$ cat src/rtl/imem_arbiter.sv
// Arbiter giving the IFU and the debug/loader port shared access to a single-port instruction memory.
// Optional macro IMEM_ARB_RR_EN selects round-robin arbitration; otherwise DBG has fixed priority.
module imem_arbiter #(
    parameter int ADDR_W = 32,
    parameter int DATA_W = 32
) (
    input  logic              sys_clk,
    input  logic              sys_rst_n,
    input  logic              ifu_req_vld,
    output logic              ifu_req_rdy,
    input  logic [ADDR_W-1:0] ifu_req_addr,
    output logic              ifu_rsp_vld,
    output logic [DATA_W-1:0] ifu_rsp_data,
    output logic              ifu_rsp_err,
    input  logic              dbg_req_vld,
    output logic              dbg_req_rdy,
    input  logic              dbg_req_we,
    input  logic [ADDR_W-1:0] dbg_req_addr,
    input  logic [DATA_W-1:0] dbg_req_wdata,
    output logic              dbg_rsp_vld,
    output logic [DATA_W-1:0] dbg_rsp_data,
    output logic              dbg_rsp_err,
    output logic              mem_en,
    output logic              mem_we,
    output logic [ADDR_W-1:0] mem_addr,
    output logic [DATA_W-1:0] mem_wdata,
    input  logic [DATA_W-1:0] mem_rdata
);

    typedef enum logic [1:0] {IDLE, MEM, RSP} state_t;

    state_t              state_q, state_d;
    logic [ADDR_W-1:0]   addr_q, addr_d;
    logic [DATA_W-1:0]   wdata_q, wdata_d;
    logic                we_q, we_d;
    logic                owner_q, owner_d;   // 1 = DBG owns the access
    logic                err_q, err_d;
    logic                gnt_ifu, gnt_dbg;
    logic [ADDR_W-1:0]   gnt_addr;
    logic [DATA_W-1:0]   rsp_data;

`ifdef IMEM_ARB_RR_EN
    logic                last_dbg_q, last_dbg_d;

    always_ff @(posedge sys_clk or negedge sys_rst_n) begin
        if (!sys_rst_n) begin
            last_dbg_q <= 1'b1;
        end else begin
            last_dbg_q <= last_dbg_d;
        end
    end
`endif

    // Grants are gated with reset so every output reads 0 while reset is held.
    always_comb begin
        gnt_ifu = 1'b0;
        gnt_dbg = 1'b0;
        if (state_q == IDLE && sys_rst_n) begin
`ifdef IMEM_ARB_RR_EN
            if (ifu_req_vld && dbg_req_vld) begin
                gnt_ifu = last_dbg_q;
                gnt_dbg = !last_dbg_q;
            end else begin
                gnt_ifu = ifu_req_vld;
                gnt_dbg = dbg_req_vld;
            end
`else
            gnt_dbg = dbg_req_vld;
            gnt_ifu = ifu_req_vld && !dbg_req_vld;
`endif
        end
    end

    assign ifu_req_rdy = gnt_ifu;
    assign dbg_req_rdy = gnt_dbg;
    assign gnt_addr    = gnt_dbg ? dbg_req_addr : ifu_req_addr;

    always_comb begin
        state_d = state_q;
        addr_d  = addr_q;
        wdata_d = wdata_q;
        we_d    = we_q;
        owner_d = owner_q;
        err_d   = err_q;
`ifdef IMEM_ARB_RR_EN
        last_dbg_d = last_dbg_q;
`endif
        case (state_q)
            IDLE: begin
                if (gnt_ifu || gnt_dbg) begin
                    addr_d  = gnt_addr;
                    we_d    = gnt_dbg && dbg_req_we;
                    wdata_d = gnt_dbg ? dbg_req_wdata : '0;
                    owner_d = gnt_dbg;
                    err_d   = (gnt_addr[1:0] != 2'b00);
                    state_d = (gnt_addr[1:0] != 2'b00) ? RSP : MEM;
`ifdef IMEM_ARB_RR_EN
                    last_dbg_d = gnt_dbg;
`endif
                end
            end
            MEM:     state_d = RSP;
            RSP:     state_d = IDLE;
            default: state_d = IDLE;
        endcase
    end

    always_ff @(posedge sys_clk or negedge sys_rst_n) begin
        if (!sys_rst_n) begin
            state_q <= IDLE;
            addr_q  <= '0;
            wdata_q <= '0;
            we_q    <= 1'b0;
            owner_q <= 1'b0;
            err_q   <= 1'b0;
        end else begin
            state_q <= state_d;
            addr_q  <= addr_d;
            wdata_q <= wdata_d;
            we_q    <= we_d;
            owner_q <= owner_d;
            err_q   <= err_d;
        end
    end

    assign mem_en    = (state_q == MEM);
    assign mem_we    = (state_q == MEM) && we_q;
    assign mem_addr  = (state_q == MEM) ? addr_q : '0;
    assign mem_wdata = (state_q == MEM) ? wdata_q : '0;

    // Read data arrives in RSP, one cycle after the MEM strobe.
    assign rsp_data     = (!we_q && !err_q) ? mem_rdata : '0;
    assign ifu_rsp_vld  = (state_q == RSP) && !owner_q;
    assign dbg_rsp_vld  = (state_q == RSP) && owner_q;
    assign ifu_rsp_data = ifu_rsp_vld ? rsp_data : '0;
    assign dbg_rsp_data = dbg_rsp_vld ? rsp_data : '0;
    assign ifu_rsp_err  = ifu_rsp_vld && err_q;
    assign dbg_rsp_err  = dbg_rsp_vld && err_q;

endmodule

$ cat config.mk
export PLATFORM = sky130hd
export DESIGN_NAME = imem_arbiter
export DESIGN_NICKNAME = d
export VERILOG_FILES = /design/src/rtl/imem_arbiter.sv
export SDC_FILE = /design/constraint.sdc
export NUM_CORES = 1
export LEC_CHECK = 0
export ABC_AREA = 1
export BUFFER_PORTS_ARGS = -buffer_cell sky130_fd_sc_hd__buf_2
export CORE_MARGIN = 3
export CORE_UTILIZATION = 35
export DETAILED_ROUTE_END_ITERATION = 10
export PLACE_DENSITY = 0.69
export SYNTH_ARGS = -nofsm -noshare
export SYNTH_HDL_FRONTEND = slang
export SYNTH_SLANG_ARGS = --single-unit
$ cat constraint.sdc
create_clock -name sys_clk -period 4.2 [get_ports sys_clk]
set_clock_uncertainty 0.15 [all_clocks]
set_input_delay 0.84 -clock sys_clk [delete_from_list [all_inputs] [get_ports sys_clk]]
set_output_delay 0.84 -clock sys_clk [all_outputs]
set_load 0.01 [all_outputs]
==> results_dict.tcl <==
set metrics [dict create \
    status "complete, no violations" \
    post-route-period-util_pct 72.8 \
    cts_resized 0 \
    rows 38 \
    die_h_um 113 \
    startpoint_type "flop" \
    viasPerCell 4.46 \
    synth_edf_count 0 \
    synth_top_family_by_area "simple AND/OR/NAND/NOR gates" \
    synth_ff_type "dfrtp_1" \
    gp_congestion 0.763 \
    yosysTopAreaCell "dfrtp_1" \
    worstPathCellList "inv_1, nand2_2, nor3_1, buf_2" \
    met1_length_um 5300 \
    clkSinkCount 69 \
    tightestPinTransition_ns 1.03 \
    drive_gt1_share_pct 34.8 \
    post-dp-hpwl_um 9310 \
    post_cts_buffers 0 \
    placed_cell_area_sq_um 5380 \
    grt_use_total_pct 18.5 \
    crit_type "reg2out" \
    worstHoldPathCells 2 \
    slowest_delay_ns 0.58 \
    synthMuxAreaShare_pct 0 \
    syn_avg_cell_area_sq_um 6.72 \
    syn-cell-area_sq_um 4030 \
    grt-ovfl-total 0 \
    drv_cap 0 \
    wl_per_cell_um 12.6 \
    routed_wl_um 12500 \
    grt_pass1_wl_um 19300 \
    route.detailed.drc 0 \
    p_per_area_nw_per_um2 416 \
    grt_max_degree 102 \
    nets 978 \
    clock_path_buffers 2 \
    num_vias 4417 \
    post-route-min-period_ns 3.06 \
    synthAdderAreaFrac_pct 0 \
    ant_nets 0 \
    synthTopCellsByArea "dfrtp_1 43%, inv_1 13%, nor2_1 9.8%, nor3_1 8.0%, nand2_1 7.1%" \
    insertion_delay_ns 0.32 \
    yosys_warnings 0 \
    drv_slew 0 \
    ios 269 \
    fp.dieW_um 113 \
    route.met2.wl_um 6000 \
    holdCritPathClass "reg2reg" \
    num_antenna_cells 0 \
    dieArea_sq_um 12800 \
    maxSlewHeadroom_pct 30.8 \
    fin_area_sq_um 5700 \
    cp_slowest_cell "nand2_2" \
    fp.coreArea_sq_um 11000 \
    syn-num-nets 732 \
    dr.max_layer_used "met4" \
    p_leak_nw 3.56 \
    postCtsHoldBufs 0 \
    wl_met3_um 1050 \
    synthSimpleGateAreaFrac_pct 26.6 \
    synthXorXnorAreaFrac_pct 0 \
    synth_common_cells "137 x inv_1, 105 x nor2_1, 76 x nand2_1, 69 x dfrtp_1, 64 x nor3_1" \
    yosysSeqAreaShare_pct 42.9 \
    yosysMostFrequentCell "inv_1" \
    synthDistinctLibCells 17 \
    cp.depth 4 \
    fin_setup_tns_ns 0 \
    cp_data_arrival_time_ns 2.07 \
    yosys.area.top_type_share_pct 42.9 \
    path_delay_family "simple AND/OR/NAND/NOR gates" \
    path_clk_slew_ns 0.06 \
    end_kind "primary output" \
    worstPathMaxFanout 64 \
    worstRegToRegCells 5 \
    setup_violations 0 \
    numCtsBuffers 9 \
    r2r_slack_ns 1.77 \
    async_flop_share_pct 100 \
    cts_tree "done" \
    peakVddDrop_mv 0.229 \
    ys_ff_latch 69 \
    portBuffers 268 \
    grt_setup_unrepaired "no" \
    firstDrtPassIters 4 \
    grt_pass1_vias 3999 \
    synth-compound-area-share_pct 11.9 \
    first_iter_violations 179 \
    path_buf_inv 2 \
    syn_inst 599 \
    syn2layout_area_growth_pct 41.7 \
    start_util_pct 36.5 \
    antenna_found_initial 0 \
    clock.fmax_mhz 327 \
    num-fill-cells 1153 \
    cts-htree-levels 3 \
    worstPathRequired_ns 3.21 \
    hold_violations 0 \
    whs_ns 0.364 \
    cts_root_buffer "clkbuf_16" \
]
layout make-up:
class	count	area, sq um	share of cell area [%]
sequential	69	1730	30.3
timing repair buffer	275	1400	24.5
clock buffer	10	239	4.19
tap	140	175	3.07
inverter	138	518	9.08
multi-input combinational	352	1560	27.4
clock inverter	6	86.3	1.51
path summary, 6_finish.rpt:
check | start | end
max reg2reg | state_q[1] | wdata_q[14]
max | err_q | dbg_rsp_data[8]
min in group asynchronous | sys_rst_n | addr_q[9]
min | wdata_q[9] | wdata_q[9]
min reg2reg | wdata_q[9] | wdata_q[9]
max in group asynchronous | sys_rst_n | addr_q[31]
layout by cell type, fill, tap and decap left out:
cell and n:
o21ai_0 45, nand2_4 1, nor3_1 64, nand2_2 1, inv_1 136, nor2_1 105
nand3_2 1, clkbuf_8 1, dfrtp_1 69, clkbuf_16 9, inv_2 1, nand4_1 4
clkinv_1 1, clkinv_2 2, a21oi_1 32, buf_2 267, bufinv_16 2, buf_4 8
clkinvlp_4 1, nor2_4 1, o21ai_1 19, nand2_1 74, nand3_1 5, clkinv_4 1
sequential cells by signal, summed over array words and instances, names as in the netlist:
signal	cells
addr_q	32
err_q	1
owner_q	1
state_q	2
wdata_q	32
we_q	1
stage by stage:
| stage | power [mW] | util (%) | instances | setup slack [ns] |
|---|---|---|---|---|
| 6_report | 2.38 | 51.7 | 990 | 1.14 |
| 5_1_grt | 2.54 | 51.7 | 990 | 0.919 |
| 4_1_cts | 2.40 | 51.7 | 990 | 1.13 |
| 3_5_place_dp | 1.57 | 48.8 | 974 | 1.28 |
| 3_3_place_gp | 1.56 | 48.8 | 974 | 1.38 |
| 2_1_floorplan | 1.35 | - | 599 | 1.94 |
power breakdown:
part / leakage [nW] / total (mW) / switching (mW) / internal (mW)
clock network: 0.158 / 0.819 / 0.285 / 0.535
logic: 2.58 / 0.652 / 0.427 / 0.225
registers: 0.826 / 0.904 / 0.0750 / 0.829
per-layer routing:
metal / track usage [%] / up-vias
li1: - / 2295
met1: 23.6 / 1922
met2: 31.5 / 190
met3: 4.65 / 10
met4: 4.57 / 0
met5: 0 / -
worst reg2reg max path, cell delays in order, from the launching register on:
cell     delay [ns]
dfrtp_1        0.43
nor2_4         0.07
nand3_2        0.07
buf_4          0.47
nand2_4        0.65
o21ai_0        0.48
cells by family after synthesis:
kind of cell	count (synthesis)
compound gates	96
buf+inv	178
flops	69
simple gates	256
(Power assumes the default switching activity.)
